## src/rtl/soc_test_monitor.sv

```systemverilog
// soc_test_monitor
//   Supervises one test run of an SoC: enables instruction fetch, counts
//   run cycles, waits for the SoC to write a nonzero completion flag, and
//   compares the reported result word against a golden value. A run also
//   ends on a cycle-count timeout or when the fetch address stops moving
//   (stall).
//
// Parameters
//   TIMEOUT_CYCLES  RUN cycles before timeout is declared
//   STALL_CYCLES    consecutive unchanged fetch addresses that flag a stall
//   CNT_W           width of the RUN cycle counter
//
// Ports
//   clk_i           clock, rising edge
//   rst_i           synchronous active-high reset
//   start_i         arms a run (accepted in IDLE or END)
//   expected_i      golden result, latched when start_i is accepted
//   mem_flag_i      SoC completion flag, nonzero = done
//   mem_result_i    SoC result word
//   instr_addr_i    SoC fetch address
//   fetch_enable_o  SoC fetch enable (high in RUN)
//   busy_o          high in RUN or CHECK
//   done_o          one-cycle pulse on the first END cycle
//   pass_o/fail_o/timeout_o/stall_o  sticky run status
//   result_o        captured mem_result_i
//   cycles_o        RUN cycle count, saturating
module soc_test_monitor #(
  parameter int unsigned TIMEOUT_CYCLES = 100,
  parameter int unsigned STALL_CYCLES   = 16,
  parameter int unsigned CNT_W          = 16
) (
  input  logic             clk_i,
  input  logic             rst_i,
  input  logic             start_i,
  input  logic [31:0]      expected_i,
  input  logic [31:0]      mem_flag_i,
  input  logic [31:0]      mem_result_i,
  input  logic [31:0]      instr_addr_i,
  output logic             fetch_enable_o,
  output logic             busy_o,
  output logic             done_o,
  output logic             pass_o,
  output logic             fail_o,
  output logic             timeout_o,
  output logic             stall_o,
  output logic [31:0]      result_o,
  output logic [CNT_W-1:0] cycles_o
);

  localparam logic [1:0] S_IDLE  = 2'd0;
  localparam logic [1:0] S_RUN   = 2'd1;
  localparam logic [1:0] S_CHECK = 2'd2;
  localparam logic [1:0] S_END   = 2'd3;

  localparam logic [CNT_W:0] TIMEOUT_W = (CNT_W+1)'(TIMEOUT_CYCLES);
  localparam logic [CNT_W:0] ONE_W     = (CNT_W+1)'(1);

  logic [1:0]       state;
  logic [31:0]      expected;
  logic [31:0]      prev_addr;
  logic [31:0]      stall_cnt;
  logic             primed;

  logic [CNT_W:0]   cycles_inc;
  logic [CNT_W-1:0] cycles_next;
  logic [31:0]      stall_next;
  logic             hit_timeout;
  logic             hit_stall;

  assign fetch_enable_o = (state == S_RUN);
  assign busy_o         = (state == S_RUN) || (state == S_CHECK);

  always_comb begin
    // One extra bit so the timeout compare still works when the count is all-ones.
    cycles_inc  = {1'b0, cycles_o} + ONE_W;
    cycles_next = (&cycles_o) ? cycles_o : cycles_inc[CNT_W-1:0];
    hit_timeout = (cycles_inc == TIMEOUT_W);
    // The first RUN cycle only loads prev_addr, so the counter stays at zero.
    stall_next  = '0;
    if (primed && (instr_addr_i == prev_addr)) begin
      stall_next = stall_cnt + 32'd1;
    end
    hit_stall   = (stall_next == STALL_CYCLES);
  end

  always_ff @(posedge clk_i) begin
    if (rst_i) begin
      state     <= S_IDLE;
      expected  <= '0;
      prev_addr <= '0;
      stall_cnt <= '0;
      primed    <= 1'b0;
      done_o    <= 1'b0;
      pass_o    <= 1'b0;
      fail_o    <= 1'b0;
      timeout_o <= 1'b0;
      stall_o   <= 1'b0;
      result_o  <= '0;
      cycles_o  <= '0;
    end else begin
      done_o <= 1'b0;
      case (state)
        S_IDLE, S_END: begin
          if (start_i) begin
            state     <= S_RUN;
            expected  <= expected_i;
            stall_cnt <= '0;
            primed    <= 1'b0;
            pass_o    <= 1'b0;
            fail_o    <= 1'b0;
            timeout_o <= 1'b0;
            stall_o   <= 1'b0;
            result_o  <= '0;
            cycles_o  <= '0;
          end
        end
        S_RUN: begin
          cycles_o  <= cycles_next;
          prev_addr <= instr_addr_i;
          primed    <= 1'b1;
          stall_cnt <= stall_next;
          // Completion beats timeout beats stall; only one cause is recorded.
          if (mem_flag_i != '0) begin
            result_o <= mem_result_i;
            state    <= S_CHECK;
          end else if (hit_timeout) begin
            timeout_o <= 1'b1;
            done_o    <= 1'b1;
            state     <= S_END;
          end else if (hit_stall) begin
            stall_o <= 1'b1;
            done_o  <= 1'b1;
            state   <= S_END;
          end
        end
        S_CHECK: begin
          pass_o <= (result_o == expected);
          fail_o <= (result_o != expected);
          done_o <= 1'b1;
          state  <= S_END;
        end
        default: state <= S_IDLE;
      endcase
    end
  end

endmodule
```

## config.mk

```make
export PLATFORM = sky130hd
export DESIGN_NAME = soc_test_monitor
export DESIGN_NICKNAME = d
export VERILOG_FILES = /design/src/rtl/soc_test_monitor.sv
export SDC_FILE = /design/constraint.sdc
export NUM_CORES = 1
export LEC_CHECK = 0
export BUFFER_PORTS_ARGS = -buffer_cell sky130_fd_sc_hd__buf_4
export CAP_MARGIN = 30
export CORE_MARGIN = 5
export CORE_UTILIZATION = 55
export DETAILED_ROUTE_END_ITERATION = 16
export GPL_TIMING_DRIVEN = 0
export PLACE_DENSITY = 0.81
export SYNTH_ARGS = -nofsm -noshare
export SYNTH_HDL_FRONTEND = slang
export SYNTH_SLANG_ARGS = --single-unit
```

## constraint.sdc

```tcl
create_clock -name clk_i -period 4.95 [get_ports clk_i]
set_input_delay 0 -clock clk_i [delete_from_list [all_inputs] [get_ports clk_i]]
set_output_delay 0 -clock clk_i [all_outputs]
set_load 0.05 [all_outputs]
```

==> metrics.md <==
| Metric | Value |
|---|---|
| Placed Cells | `1,340` |
| Number of synthesized flops with an enable pin | `0` |
| Top FF cell, synth | `dfxtp_1` |
| Clock-pin slew on the worst setup and hold paths | `0.07 ns` |
| Yosys top cell by area | `dfxtp_1` |
| Drt pass-1 iters | `5` |
| Largest family of logic cells by synthesized area | `simple AND/OR/NAND/NOR gates` |
| Top cells by area, synth | `dfxtp_1 39%, xor2_1 7.1%, nor2_1 6.1%` |
| Multiplexer area fraction after synthesis | `4.32%` |
| Residual DRC | `0` |
| Worst Setup Path Type | `flip-flop to flip-flop` |
| Post-synthesis compound-gate area fraction | `17.1%` |
| Share of layout cells above drive strength 1 | `20.2%` |
| Width of the die | `130 um` |
| Hold endpoint | `state[0]$_SDFFE_PP0P_` |
| Clk sinks | `152` |
| Max Fclk | `307 MHz` |
| GR Util All Layers | `36.1%` |
| Syn Inst Count | `976` |
| Reg-to-reg endpoint | `result_o[2]$_SDFFE_PP0P_` |
| Iter 0 DRT Violations | `906` |
| Commonest non-fill, non-tap cell in the layout | `buf_4` |
| Dpl cell area | `9480 um2` |
| Post-Layout Cell Count | `1,469` |
| Clk_skew | `0.0181 ns` |
| Syn Nets | `1,111` |
| Insertion delay to the later sink of the worst-skew pair | `0.45 ns` |
| Beginning of the worst hold path | `rst_i` |
| Warnings from Yosys | `0` |
| Async SR Flop Fraction | `0%` |
| RSZ-0062 raised after global routing | `false` |
| H-tree lvl count | `4` |
| Post-Synth Adder-Cell Area | `0.636%` |
| Rows | `43` |
| Worst vdd ir | `0.299 mV` |
| Remaining antenna violation count | `0` |
| CP arrival | `3.58 ns` |
| Status | `finished, final reports clean` |
| First-pass GRT wire length | `47,800 um` |
| Synth Area per Inst | `8.07 um2` |
| Initial antenna violation count | `0` |
| Final setup fails | `0` |
| Via count | `9,174` |
| Final Hold Fails | `0` |
| Max transition margin | `36.5%` |
| Pwr/cell area | `406 nW/um2` |
| Synth Area in Simple Gates | `27.1%` |
| Worst r2r src | `state[1]$_SDFFE_PP0P_` |
| Top Ports | `186` |
| Total of max-cap violations | `0` |
| Synth Area in XOR/XNOR | `7.79%` |
| Pleak | `4.51 nW` |
| Hold depth | `3` |
| Most frequent cells in the layout | `188 x buf_4, 152 x dfxtp_1, 128 x nor2_1` |
| Core box area | `13,900 um2` |
| Synth-to-Final Area Change | `39.8%` |
| Clock Tree Buf Depth | `2` |
| CTS buffer count | `17` |
| Yosys cell types | `68` |
| Setup TNS | `0 ns` |
| CTS tree | `yes` |
| Gpl congestion | `0.936` |
| Worst Reg-to-Reg Cells | `9` |
| Critical Path Sink Type | `flip-flop` |
| IO Port Bufs | `184` |
| Die footprint | `16,800 um2` |
| Setup bufs post-CTS | `0` |
| Die Span Y | `130 um` |
| Nets | `1,411` |
| Root buffer cell | `clkbuf_16` |
| Avg WL per Cell | `20.5 um` |
| Pin count of the biggest net entering global routing | `17` |
| WL final | `30,200 um` |
| Dpl hpwl | `18,700 um` |
| Fin. max-slew vios | `0` |
| Design Area, Final | `11,000 um2` |
| Cell area after synthesis | `7870 um2` |
| R2R Setup Slk | `1.69 ns` |
| Crit path time final | `3.26 ns` |
| Largest fanout on the critical path | `10` |
| Final Cycle Share | `65.8%` |
| Seq/Total Area, Yosys | `38.6%` |
| Via/cell ratio | `6.25` |
| Synthesized flop and latch total | `152` |
| Least-Margin Pin Slew | `0.952 ns` |
| Top cell type's share of synthesized area | `38.6%` |
| Crit start category | `flip-flop` |
| CP required | `5.27 ns` |
| Diode count | `0` |
| Vias in the first global route | `9,308` |
| Worst Hold Class | `primary input to flip-flop` |
| GRT overflow | `0` |
| Initial Util | `56.5%` |
repair_timing:
action,CTS,global route
resized for setup,0,0
endpoints found under the setup margin,0,0
endpoints found under the hold margin,97,0
hold buffers,97,0
final cells by class:
cell class              instances  area, um2
plain buffers                  70        317
clock buffers                  19        443
flip-flops and latches        152       3040
multi-input cells             745       4480
well taps                     180        225
fillers                       838       2930
clock inverters                13        111
inverters                       9       33.8
repair buffers                281       2350
metrics by stage:
| step | setup WS, ns | utilization (%) | hold slack, ns | total power (W) |
|---|---|---|---|---|
| finish | 1.69 | 79.0 | 0.0434 | 0.00447 |
| detailed placement | 1.87 | 68.0 | 0.256 | 0.00303 |
| global route | 1.54 | 79.0 | 0.107 | 0.00463 |
| global placement | 1.90 | 68.0 | 0.246 | 0.00301 |
| floorplan | 2.31 | - | 0.136 | 0.00255 |
| CTS | 1.86 | 79.0 | 0.0121 | 0.00432 |
flip-flops by register name (all words and copies together), names as in the netlist:
name       cells
cycles_o      16
primed         1
fail_o         1
expected      32
timeout_o      1
prev_addr     32
done_o         1
state          2
result_o      32
pass_o         1
stall_cnt     32
stall_o        1
synthesized netlist by cell type (all sizes together) (3+ instances only):
library cell,n
a21boi,3
a21o,3
mux2i,34
clkbuf,42
and3,10
or4,4
nand3b,5
buf,28
ha,4
xnor2,6
nand4,23
nand2b,5
a31oi,11
nor3b,4
o21a,3
o211ai,3
nand3,27
o31ai,5
nor2b,6
a211oi,5
xor2,64
and2,4
and4,7
o21ai,50
inv,9
or3,15
nor4,42
nor2,129
a311oi,3
a21oi,87
nand4b,6
nor3,18
a22oi,34
nand2,103
dfxtp,152
worst max-delay path: stages, from the launching register on:
cell and delay, ns:
dfxtp_1 0.32, inv_1 0.07, ha_1 0.24, clkbuf_1 0.47, inv_1 0.20, o21ai_1 0.73
nand2_1 0.37, clkbuf_1 0.36, a22oi_1 0.30, nor2_1 0.08
where the power goes:
part           switching [W]  internal [W]
Combinational        0.00111      0.000578
Clock               0.000587      0.000669
Sequential          0.000143       0.00138
how the worst max path moves through the flow:
stage                                startpoint  slack, ns                    endpoint  depth (start not counted)
final                     state[1]$_SDFFE_PP0P_       1.69    result_o[2]$_SDFFE_PP0P_                          9
after floorplan           state[1]$_SDFFE_PP0P_       2.31  stall_cnt[26]$_SDFFE_PP0P_                         10
after global routing      state[1]$_SDFFE_PP0P_       1.54   result_o[29]$_SDFFE_PP0P_                          9
after detailed placement  state[1]$_SDFFE_PP0P_       1.87   result_o[29]$_SDFFE_PP0P_                          9
after global placement    state[1]$_SDFFE_PP0P_       1.90    result_o[6]$_SDFFE_PP0P_                          9
after CTS                 state[1]$_SDFFE_PP0P_       1.86   result_o[29]$_SDFFE_PP0P_                          9
per-layer routing:
layer | routed length [um] | GRT usage [%]
met1 | 11200 | 42.3
met2 | 14700 | 61.1
met3 | 2640 | 8.94
met4 | 1600 | 18.9
met5 | 0 | 0
cell families after synthesis:
family	after synthesis
adder cells (fa/ha/maj)	4
AO/OA/AOI/OAI	220
multiplexers	34
buffers and inverters	79
AND/OR/NAND/NOR	417
flip-flops	152
XOR/XNOR	70
No activity file was read; power rests on OpenSTA's default activity.
